--- src/rtl/sprite_draw_engine.sv ---
// Rectangular sprite plotter: latches an origin/colour on start, then sweeps a
// SPRITE_W x SPRITE_H box one pixel per clock with clipping against the screen.
module sprite_draw_engine #(
  parameter int XW       = 8,
  parameter int YW       = 7,
  parameter int CW       = 3,
  parameter int SPRITE_W = 8,
  parameter int SPRITE_H = 8,
  parameter int SCREEN_W = 160,
  parameter int SCREEN_H = 120
) (
  input  logic          clock,
  input  logic          resetn,
  input  logic          start,
  input  logic [1:0]    mode,
  input  logic [XW-1:0] x_in,
  input  logic [YW-1:0] y_in,
  input  logic [CW-1:0] colour_in,
  output logic          busy,
  output logic          done,
  output logic [XW-1:0] x_out,
  output logic [YW-1:0] y_out,
  output logic [CW-1:0] colour_out,
  output logic          plot
);

  localparam logic [XW-1:0] C_LAST  = XW'(SPRITE_W - 1);
  localparam logic [YW-1:0] R_LAST  = YW'(SPRITE_H - 1);
  localparam logic [XW:0]   X_LIMIT = (XW+1)'(SCREEN_W);
  localparam logic [YW:0]   Y_LIMIT = (YW+1)'(SCREEN_H);

  typedef enum logic [1:0] {S_IDLE, S_DRAW, S_DONE} state_t;

  state_t        r_state, w_state_next;
  logic [XW-1:0] r_x0, r_prev_x, r_c;
  logic [YW-1:0] r_y0, r_prev_y, r_r;
  logic [CW-1:0] r_col, r_prev_col;
  logic [XW:0]   w_x_sum;
  logic [YW:0]   w_y_sum;
  logic          w_last;
  logic          w_visible;

  // One extra bit on the sums so an origin near the top of the range clips
  // instead of wrapping back onto the screen.
  assign w_x_sum   = {1'b0, r_x0} + {1'b0, r_c};
  assign w_y_sum   = {1'b0, r_y0} + {1'b0, r_r};
  assign w_visible = (w_x_sum < X_LIMIT) && (w_y_sum < Y_LIMIT);
  assign w_last    = (r_c == C_LAST) && (r_r == R_LAST);

  always_comb begin
    w_state_next = r_state;
    case (r_state)
      S_IDLE:  if (start) w_state_next = S_DRAW;
      S_DRAW:  if (w_last) w_state_next = S_DONE;
      S_DONE:  w_state_next = S_IDLE;
      default: w_state_next = S_IDLE;
    endcase
  end

  always_ff @(posedge clock) begin
    if (!resetn) r_state <= S_IDLE;
    else         r_state <= w_state_next;
  end

  always_ff @(posedge clock) begin
    if (!resetn) begin
      r_x0       <= '0;
      r_y0       <= '0;
      r_col      <= '0;
      r_prev_x   <= '0;
      r_prev_y   <= '0;
      r_prev_col <= '0;
      r_c        <= '0;
      r_r        <= '0;
      busy       <= 1'b0;
      done       <= 1'b0;
      plot       <= 1'b0;
      x_out      <= '0;
      y_out      <= '0;
      colour_out <= '0;
    end else begin
      busy <= 1'b0;
      done <= 1'b0;
      plot <= 1'b0;
      case (r_state)
        S_IDLE: begin
          if (start) begin
            r_c <= '0;
            r_r <= '0;
            case (mode)
              2'b00: begin
                r_x0       <= x_in;
                r_y0       <= y_in;
                r_col      <= colour_in;
                r_prev_x   <= x_in;
                r_prev_y   <= y_in;
                r_prev_col <= colour_in;
              end
              2'b01: begin
                r_x0  <= x_in;
                r_y0  <= y_in;
                r_col <= '1;
              end
              2'b10: begin
                r_x0  <= r_prev_x;
                r_y0  <= r_prev_y;
                r_col <= r_prev_col;
              end
              default: begin
                r_x0  <= r_prev_x;
                r_y0  <= r_prev_y;
                r_col <= '0;
              end
            endcase
          end
        end
        S_DRAW: begin
          x_out      <= w_x_sum[XW-1:0];
          y_out      <= w_y_sum[YW-1:0];
          colour_out <= r_col;
          plot       <= w_visible;
          busy       <= 1'b1;
          // Row is the inner loop: it wraps and bumps the column.
          if (r_r == R_LAST) begin
            r_r <= '0;
            r_c <= r_c + 1'b1;
          end else begin
            r_r <= r_r + 1'b1;
          end
        end
        S_DONE: done <= 1'b1;
        default: ;
      endcase
    end
  end

endmodule

--- config.mk ---
export PLATFORM = sky130hd
export DESIGN_NAME = sprite_draw_engine
export DESIGN_NICKNAME = d
export VERILOG_FILES = /design/src/rtl/sprite_draw_engine.sv
export SDC_FILE = /design/constraint.sdc
export NUM_CORES = 1
export LEC_CHECK = 0
export BUFFER_PORTS_ARGS = -buffer_cell sky130_fd_sc_hd__buf_2
export CORE_MARGIN = 1.5
export CORE_UTILIZATION = 45
export DETAILED_ROUTE_END_ITERATION = 16
export HOLD_SLACK_MARGIN = 0.05
export PLACE_DENSITY = 0.74
export REMOVE_ABC_BUFFERS = 1
export SYNTH_ARGS = -nofsm -noshare
export SYNTH_HDL_FRONTEND = slang
export SYNTH_SLANG_ARGS = --single-unit
export TNS_END_PERCENT = 10
--- constraint.sdc ---
create_clock -name clock -period 5.5 [get_ports clock]
set_clock_uncertainty 0.15 [all_clocks]
set_input_delay 0.825 -clock clock [delete_from_list [all_inputs] [get_ports clock]]
set_output_delay 0.825 -clock clock [all_outputs]
set_load 0.005 [all_outputs]
Yosys cells after proc, flatten, opt, wreduce, memory -nomap -nowiden
Cells that the tools add are included.
{"block": "op_classes", "addsub": 4, "mux": 14, "magnitude_cmp": 2, "mul": 0, "bitwise": 0, "shift": 0, "eq_ne": 9, "div_mod_pow": 0, "n_reduce_logical": 12}
{"operator": "$mux 8", "count": 3}
{"operator": "$mux 7", "count": 3}
{"operator": "$pmux 8 s2", "count": 1}
{"operator": "$pmux 7 s2", "count": 1}
{"operator": "$add 8x8->9", "count": 1}
{"operator": "$lt 9x8->1 const B", "count": 1}
{"operator": "$pmux 3 s3", "count": 1}
{"operator": "$add 7x7->8", "count": 1}
{"operator": "$add 8x1->8 const B", "count": 1}
{"operator": "$eq 8x3->1 const B", "count": 1}
{"operator": "$lt 8x7->1 const B", "count": 1}
{"operator": "$reduce_and 2->1", "count": 4}
{"operator": "$add 7x1->7 const B", "count": 1}
{"operator": "$eq 7x3->1 const B", "count": 1}
{"operator": "$ne 2x2->1 const B", "count": 3}
{"operator": "$reduce_and 3->1", "count": 2}
{"operator": "$eq 2x1->1 const B", "count": 2}
{"operator": "$eq 2x2->1 const B", "count": 2}
{"operator": "$logic_not 2->1", "count": 2}
{"operator": "$mux 2", "count": 2}
{"operator": "$pmux 2 s2", "count": 1}
{"operator": "$logic_and 1x1->1", "count": 2}
{"operator": "$mux 1", "count": 2}
{"operator": "$reduce_bool 2->1", "count": 1}
{"operator": "$reduce_or 2->1", "count": 1}
{"block": "word_totals", "ram_bits": 0, "mem_bits_ro": 0, "elab_cells": 56, "reg_bits": 74, "memories": 0, "latchBits": 0, "out_inout_bits": 21}

Longest topological paths before layout
Gate-level depths: netlist (run 1).
{"block": "logic_depth", "word_depth": 4, "mapped_depth": 9, "depth_no_buf": 9}

Worst setup path after synthesis (run 1)
OpenSTA, ideal clock, no wires.
{"block": "synth_path", "path_type": "register -> register", "from": "reg r_r[0]", "to": "reg plot", "required_ns": 5.228, "path_stages_with_launch": 9, "t_arrival_ns": 1.884, "synth_period_minus_slack_ns": 2.155, "setup_slack_ns": 3.345, "cell_sequence": "dfxtp_1 -> ha_1 -> inv_1 -> fa_1 -> or2b_1 -> a21oi_1 -> o21a_1 -> o31ai_1 -> o311a_1"}
{"block": "synth_via", "elab_chain_cells": 3}
{"element": "from (decl)", "line": "36", "text": "logic [YW-1:0] r_y0, r_prev_y, r_r;"}
{"element": "from (signal assigned)", "line": "128", "text": "r_r <= r_r + 1'b1;"}
{"element": "$add 7x7->8", "line": "46", "text": "assign w_y_sum = {1'b0, r_y0} + {1'b0, r_r};"}
{"element": "$lt 8x7->1", "line": "47", "text": "assign w_visible = (w_x_sum < X_LIMIT) && (w_y_sum < Y_LIMIT);"}
{"element": "$logic_and 1x1->1", "line": "47"}
{"element": "to (signal assigned)", "line": "121", "text": "plot <= w_visible;"}
{"element": "to (decl)", "line": "24", "text": "output logic plot"}
Every way passes these cells.
A chain may end at the register's enable or synchronous reset.

Worst setup path in the final report (run 1)
{"block": "layout_path", "from": "in start", "to": "reg r_c[7]"}
{"block": "layout_via", "elab_chain_cells": 2}
{"element": "from (decl)", "line": "14", "text": "input logic start,"}
{"element": "$ne 2x2->1 (no source line)"}
{"element": "$reduce_and 3->1 (no source line)"}
{"element": "to (signal assigned)", "line": "126", "text": "r_c <= r_c + 1'b1;"}
{"element": "to (decl)", "line": "35", "text": "logic [XW-1:0] r_x0, r_prev_x, r_c;"}
Every way passes these cells.

==> results summary, run 1 <==
The sort of element at the start of the critical path is an input port. The largest fanout on the critical path is 25. Setup repair after global routing left no endpoint under its margin. The class of the tightest hold or removal check is register to register. IR analysis of the VDD net gives a maximum drop of between 0.1 and 0.15 mV. The number of enable flip-flop cells after synthesis is 0.

Setup violations remaining at the end of the flow were counted as 0. The synthesized netlist devotes 21.31% of its cell area to simple gates. The multiplexer area fraction after synthesis is about 4.4%. The post-synthesis instance area is around 3600 sq um. The number of cells produced by synthesis is approximately 420. The worst setup path is captured at a register. Across every metal layer, demand over resource in global routing totals between 15 and 20%. The buffer type at the clock tree root is clkbuf_8. The run finished with clean final reports. The per-cell routed wire length came out at 13.44 um. Dividing the synthesized area by the synthesized cell count gives approximately 8.5 sq um. For this configuration, the core starts out at a cell density of a little under half. The layout filler cell count came out at between 700 and 800. The dominant combinational cell family by area after synthesis is simple AND/OR/NAND/NOR gates.

The count of TritonRoute iterations in the first routing pass is 6. The total of flip-flops plus latches after synthesis came out at 74. The number of vias per cell came out at 5.270. TritonCTS built the clock tree. The largest net degree at the start of global routing is a little under 70. The initial antenna violation count is 0. The worst path in the final design needs a cycle of between 2 and 3 ns, including I/O delays and setup. The number of nets still failing antenna checks after routing is 0. After synthesis, the cell types taking the most area are dfxtp_1 41%, nand2_1 9.9%, a21boi_0 7.3%. STA puts the critical path data required time at 5.59 ns. The width of the die came out at about 90 um. Yosys printed 0 warnings.

Max-cap violations in this run came to 0. The I/O pin total is 44. The worst endpoint data arrival time came out at approximately 2.8 ns.

For this block, the initial DRC count from the detailed router was about 150. The number of cells on the worst reg-to-reg path is 7. Clock-pin slew was measured on the worst setup and hold paths at roughly 0.080 ns. The worst max-slew margin expressed relative to the limit is between 15 and 20%. The overflow left after global routing came out at 0. The maximum clock insertion buffer count is 2. The synthesized design devotes to its leading area cell type 41.10% of total area. The maximum level of the CTS H-tree is 3. The via count of the first global-routing pass is 2876. After floorplanning, the core was sized to cover 7727 sq um. The number of core rows is 32. The floorplan step set the die height to around 93 um. At the end of routability-driven placement, the weighted congestion stood at 0.7604. The port buffer count came out at 43. The most common cell in the synthesized netlist is nand2_1. The primary flip-flop cell chosen by synthesis mapping is dfxtp_1. The clock sink total is 74. The number of inserted diodes came out at 0. The number of hold buffers added after CTS is 0. The number of endpoints with negative hold slack in the final report is 0. The post-synthesis adder-cell area fraction is under 10%. The area of the die came out at 8556 sq um. The total length of routed wires is 7.606 mm. The placed instances occupy a cell area of a little under 4000 sq um.

Relative to the synthesized area, the layout overhead comes to 12.46%. Power spread over the standard cell area amounts to 261.1 nW/um^2. The compound-gate portion of the synthesized area came out at between 20% and 30%. Across all layers, the routed design uses about 3000 vias. The latest clock arrival within the worst-skew pair is 0.35 ns. The net total in the final layout is 501. The number of gates resized after CTS is 0. The critical setup path kind is input port to register. Summed over all instances, the cell type with the most area after synthesis is dfxtp_1.

For the final routed database, the setup TNS stands at 0 ns. The post-CTS repair timing setup buffer count came out at 0. The maximum achievable frequency came out at 0.3698 GHz. The static power due to leakage is 1.899 nW. The post-synthesis xor/xnor area fraction is between 2 and 3%.

The share of the clock period used by the worst path after layout is approximately half. By count the netlist is led by 95 x nand2_1, 74 x dfxtp_1, 35 x a21boi_0. For this run, the register share of the synthesized area comes to about 41%.

The cell depth of the worst min-delay path is 2. The residual DRC count is 0. The first-pass GRT wire length came out at 13.07 mm. The measured slew at the worst slew-check pin is around 1.2 ns. The half-perimeter wire length of the detailed placement result came out at ~5.2 mm.

The number of distinct library cell variants in the gate-level netlist after synthesis came out at between 40 and 50. The async set-reset flop share out of synthesis came out at 0%. The ratio of cells with drive above 1 in the final layout came out at 14.01%.

The TritonCTS buffer count is 9. The final design instance area without fill is a little over 4000 sq um. The count of final max-slew check failures came out at 0.
==> layout make-up <==
class                           instances  area (sq um)  share of cell area (%)
Clock buffer                           13         148.9                   3.673
Clock inverter                          3         15.01                  0.3704
Sequential cell                        74          1481                   36.54
Timing Repair Buffer                   46         237.7                   5.864
Inverter                                9         33.78                  0.8333
Multi-Input combinational cell        319          2009                   49.57
Tap cell                              102         127.6                   3.148
==> placed cells by master (no fill, tap or decap), types with 2 or more instances in the layout <==
cell type  instances
nand2_1           95
dfxtp_1           74
buf_2             43
a21boi_0          35
nor2_1            31
o211a_1           20
o21ai_0           18
ha_1              17
mux2i_1           16
nand3_1           16
a21oi_1           11
clkbuf_8          10
inv_1              9
xor2_1             8
and2_1             6
nor3_1             4
nand4_1            3
xnor2_1            3
nor2b_1            3
nand2b_1           3
clkinv_2           3
clkbuf_1           3
buf_4              3
or3_1              2
and3_1             2
nor4_1             2
o21a_1             2
o31ai_1            2
o311a_1            2
fa_1               2
==> state kept, by name (all words and copies together), names as in the netlist <==
name and flops:
r_prev_y 7, r_r 7, r_state 2, r_prev_x 8, r_prev_col 3, colour_out 3, busy 1, y_out 7
r_col 3, r_x0 8, x_out 8, plot 1, r_y0 7, done 1, r_c 8
==> metrics by stage <==
step | instances | setup slack [ns] | hold WS (ns) | total power (W) | utilization, %
2_1_floorplan | 402 | 1.541 | 0.2877 | 0.0006574 | -
3_3_place_gp | 550 | 2.501 | 0.2968 | 0.0007039 | 50.34
3_5_place_dp | 550 | 2.401 | 0.3056 | 0.0007078 | 50.34
4_1_cts | 566 | 2.783 | 0.3146 | 0.001073 | 52.46
5_1_grt | 566 | 2.612 | 0.3287 | 0.001115 | 52.46
6_report | 566 | 2.796 | 0.3103 | 0.001059 | 52.46
==> worst max-delay path, stage by stage <==
cell	delay [ns]
buf_2	0.08
nor3b_2	0.66
buf_4	0.40
a31o_2	0.21
and4_1	0.27
nand3_1	0.11
xor2_1	0.16
nor2_1	0.06
==> kinds of logic after synthesis <==
group	Yosys count
simple gates	175
xor+xnor	11
flops	74
fa+ha+maj	19
buf+inv	30
mux	16
compound gates	98
==> routing by layer <==
layer / global-route usage (%) / part of all wire (%) / vias up
li1: - / - / 1537
met1: 22.01 / 45 / 1379
met2: 34.38 / 50 / 56
met3: 6.404 / 3.4 / 11
met4: 7.179 / 1.9 / 0
met5: 0 / 0 / -
==> where the power goes <==
part / switching [W] / leakage, nW / internal, W
registers: 0.0000135 / 0.603 / 0.000559
clock network: 0.000190 / 0.0872 / 0.000174
logic: 0.0000713 / 1.21 / 0.0000510
total: 0.000275 / 1.90 / 0.000784
==> worst paths after layout <==
check        slack, ns  endpoint        from
max               2.80    r_c[7]       start
min reg2reg       0.31  x_out[2]    x_out[2]
max reg2reg       2.97    r_c[7]  r_state[1]
min               0.31  x_out[2]    x_out[2]
Power figures use the tool's default switching activity.
==> inputs of run 2 (changes only) <==
==> constraint.sdc (replaced) <==
create_clock -name clock -period 2.7 [get_ports clock]
set_clock_uncertainty 0.15 [all_clocks]
set_input_delay 0.405 -clock clock [delete_from_list [all_inputs] [get_ports clock]]
set_output_delay 0.405 -clock clock [all_outputs]
set_load 0.005 [all_outputs]
==> run 2 against run 1 <==
  * Via count up 0.44%
  * Cell count increased by 1.1%
  * Sequential power grew 100%
  * Non-clock buffer count up 7
  * Global-route usage increased by 0.17 points
  * Routed wire length up 2.3%
  * Critical path depth unchanged
  * Combinational power up 110%
  * Sequential cell count is the same
  * Total power rose by 120%
  * Largest power group unchanged
==> results summary, run 2 (same netlist as run 1, synthesis figures left out) <==
The overflow left after global routing came out at 0. The final setup slack of the worst path is between 0.3 and 0.4 ns. The path class of the tightest hold or removal check is input port to register.

The initialized floorplan defines 32 standard-cell rows. Registers take between 1000 and 1500 sq um. The initial antenna violation count was 0. The number of gates resized after CTS was 0. The instance area at placement is slightly below 4000 sq um.

The count of vias placed by the detailed router is ~3000. The number of hold buffers added after CTS is 0. The worst hold path begins at colour_in[0]. The worst slack at placement is 0.4049 ns.

The core region is about 7700 sq um. After clock tree synthesis, the clock-pin slew on the worst setup and hold paths is approximately 0.070 ns. The first-pass GRT wire length is roughly 13 mm.

Data arrives at the worst endpoint at between 2 and 2.5 ns. The maximum clock insertion buffer count came out at 2. The total power draw came out at 0.002314 W. The net total in the final layout is 508.

The worst setup path is captured at a register. The longest individual stage delay on the worst path is roughly 0.4 ns. The most frequent standard cell in the layout excluding fill and tap cells is nand2_1. The endpoint of the most critical register-to-register path is plot.

The largest fanout on the critical path came out at 5. The static power due to leakage came out at 1.951 nW. The residual DRC count is 0.

The via count of the first global-routing pass is about 2900. The number of nets still failing antenna checks after routing came out at 0. The I/O pin total is 44. The worst hold path terminates at r_prev_col[0]. The die covers about 8600 sq um. Setup violations remaining at the end of the flow were counted as 0. In this run the critical register-to-register path is launched from r_r[0].

For this block, the routed nets add up to between 7 and 8 mm of wire. Counting the fill cells in the layout gives 740. VDD sags by at most 0.3662 mV. The largest net degree at the start of global routing is 39.

The measured slew at the worst slew-check pin came out at 0.6766 ns. The maximum achievable frequency came out at approximately 0.43 GHz. The initial standard-cell utilization of the core is roughly 47%.

The power per cell area is approximately 560 nW/um^2. In the finished design, the share of the clock period the worst path needs comes to a little under nine tenths. The data required time of the critical path is 2.79 ns.

The clock sink total came out at 74. The per-cell routed wire length is ~14 um. The number of endpoints with negative hold slack in the final report is 0.

The setup slack of the most critical reg-to-reg path is approximately 0.37 ns. The count of TritonRoute iterations in the first routing pass is 4. The port buffer count came out at 43.

Setup repair after global routing left no endpoint under its margin. Clock tree synthesis selected as its root buffer the cell clkbuf_8. The TritonCTS buffer count came out at 9. The critical setup path kind is register to register. The library cells used most frequently in the layout, excluding fill and tap cells, are 95 x nand2_1, 74 x dfxtp_1, 43 x buf_2. Hold timing on the final database bottoms out at a slack of 0.1604 ns. The number of vias per cell is about 5.2. After routing the design area is slightly above 4000 sq um. The cell depth of the worst min-delay path came out at 3.

The width of the die came out at ~93 um. The worst max-slew margin expressed relative to the limit is a little over half. The run finished with clean final reports.

Global routing consumed, over all layers together, between 10% and 20% of the routing resources. The HPWL after detailed placement is between 5 and 6 mm. The number of inserted diodes is 0. Cells with a size suffix above 1 make up between 15 and 20% of the layout. The final weighted congestion of routability-driven global placement came out at between 0.8 and 0.9.

STA classifies the critical path startpoint as a register. The maximum level of the CTS H-tree is 3. The latest clock arrival within the worst-skew pair is roughly 0.35 ns. The number of violations of the max-capacitance limit came out at 0. The shortest period the worst path allows came out at 2.332 ns. The number of cell instances on the worst register-to-register path came out at 8. The count of final max-slew check failures came to 0.

The area added between synthesis and finish came out at 15.03%. The critical path goes through ha_1 > inv_1 > fa_1 > or2b_1 > a21oi_1 > o21a_1 > o31ai_1 > o311a_1. On the critical path, the stage with the largest delay is an instance of dfxtp_1. TritonCTS built the clock tree. In this run the worst setup path begins at r_r[0]. Summing all multi-input logic gate instances after layout gives about 2000 sq um. The post-CTS repair timing setup buffer count came out at 0.

For this block, the initial DRC count from the detailed router was approximately 130. The die is just over 90 um tall.
-- run 2: cell count changes in the layout (fill, tap and decap cells not counted), sizes merged --
| cell | delta |
|---|---|
| clkinv | -2 |
| buf | +7 |
| bufinv | +1 |
-- run 2: critical path: cells and delay by family, from the launching register on --
family	cells	cell delay (ns)
flops	1	0.40
compound gates	4	0.78
fa+ha+maj	2	0.57
buf+inv	1	0.05
simple gates	1	0.27
-- run 2: area by class of cell --
class | count | area share, %
well taps | 102 | 3.078
repair buffers | 53 | 7.001
clock buffers | 13 | 4.074
flip-flops and latches | 74 | 35.73
multi-input cells | 319 | 48.46
inverters | 9 | 0.8147
clock inverters | 2 | 0.8449
-- run 2: worst max path at each step --
stage | end | slack (ns) | depth (start not counted)
global route | y_out[6] | 0.20 | 9
global placement | plot | 0.47 | 8
finish | plot | 0.37 | 8
floorplan | r_c[5] | -0.84 | 6
CTS | plot | 0.38 | 8
detailed placement | plot | 0.40 | 8
-- run 2: per-stage QoR --
step / TNS, ns / std cells / util (%)
after detailed placement: 0 / 557 / 51.02
after global routing: 0 / 572 / 53.66
after floorplan: -13.06 / 402 / -
final: 0 / 572 / 53.66
after CTS: 0 / 572 / 53.66
after global placement: 0 / 557 / 51.02
-- run 2: per-layer routing --
layer  track usage [%]  wire, um  vias up
met4             5.385        76        0
met5                 0         0        -
met3             5.255       277        9
met1             23.96      3657     1397
met2             34.31      3771       42
li1                  -         -     1548
-- run 2: where the power goes --
| group | switching [W] | leakage, nW | internal (W) |
|---|---|---|---|
| clock | 0.000392 | 0.106 | 0.000497 |
| sequential | 0.0000276 | 0.603 | 0.00114 |
| combinational | 0.000149 | 1.24 | 0.000111 |
| total | 0.000569 | 1.95 | 0.00174 |
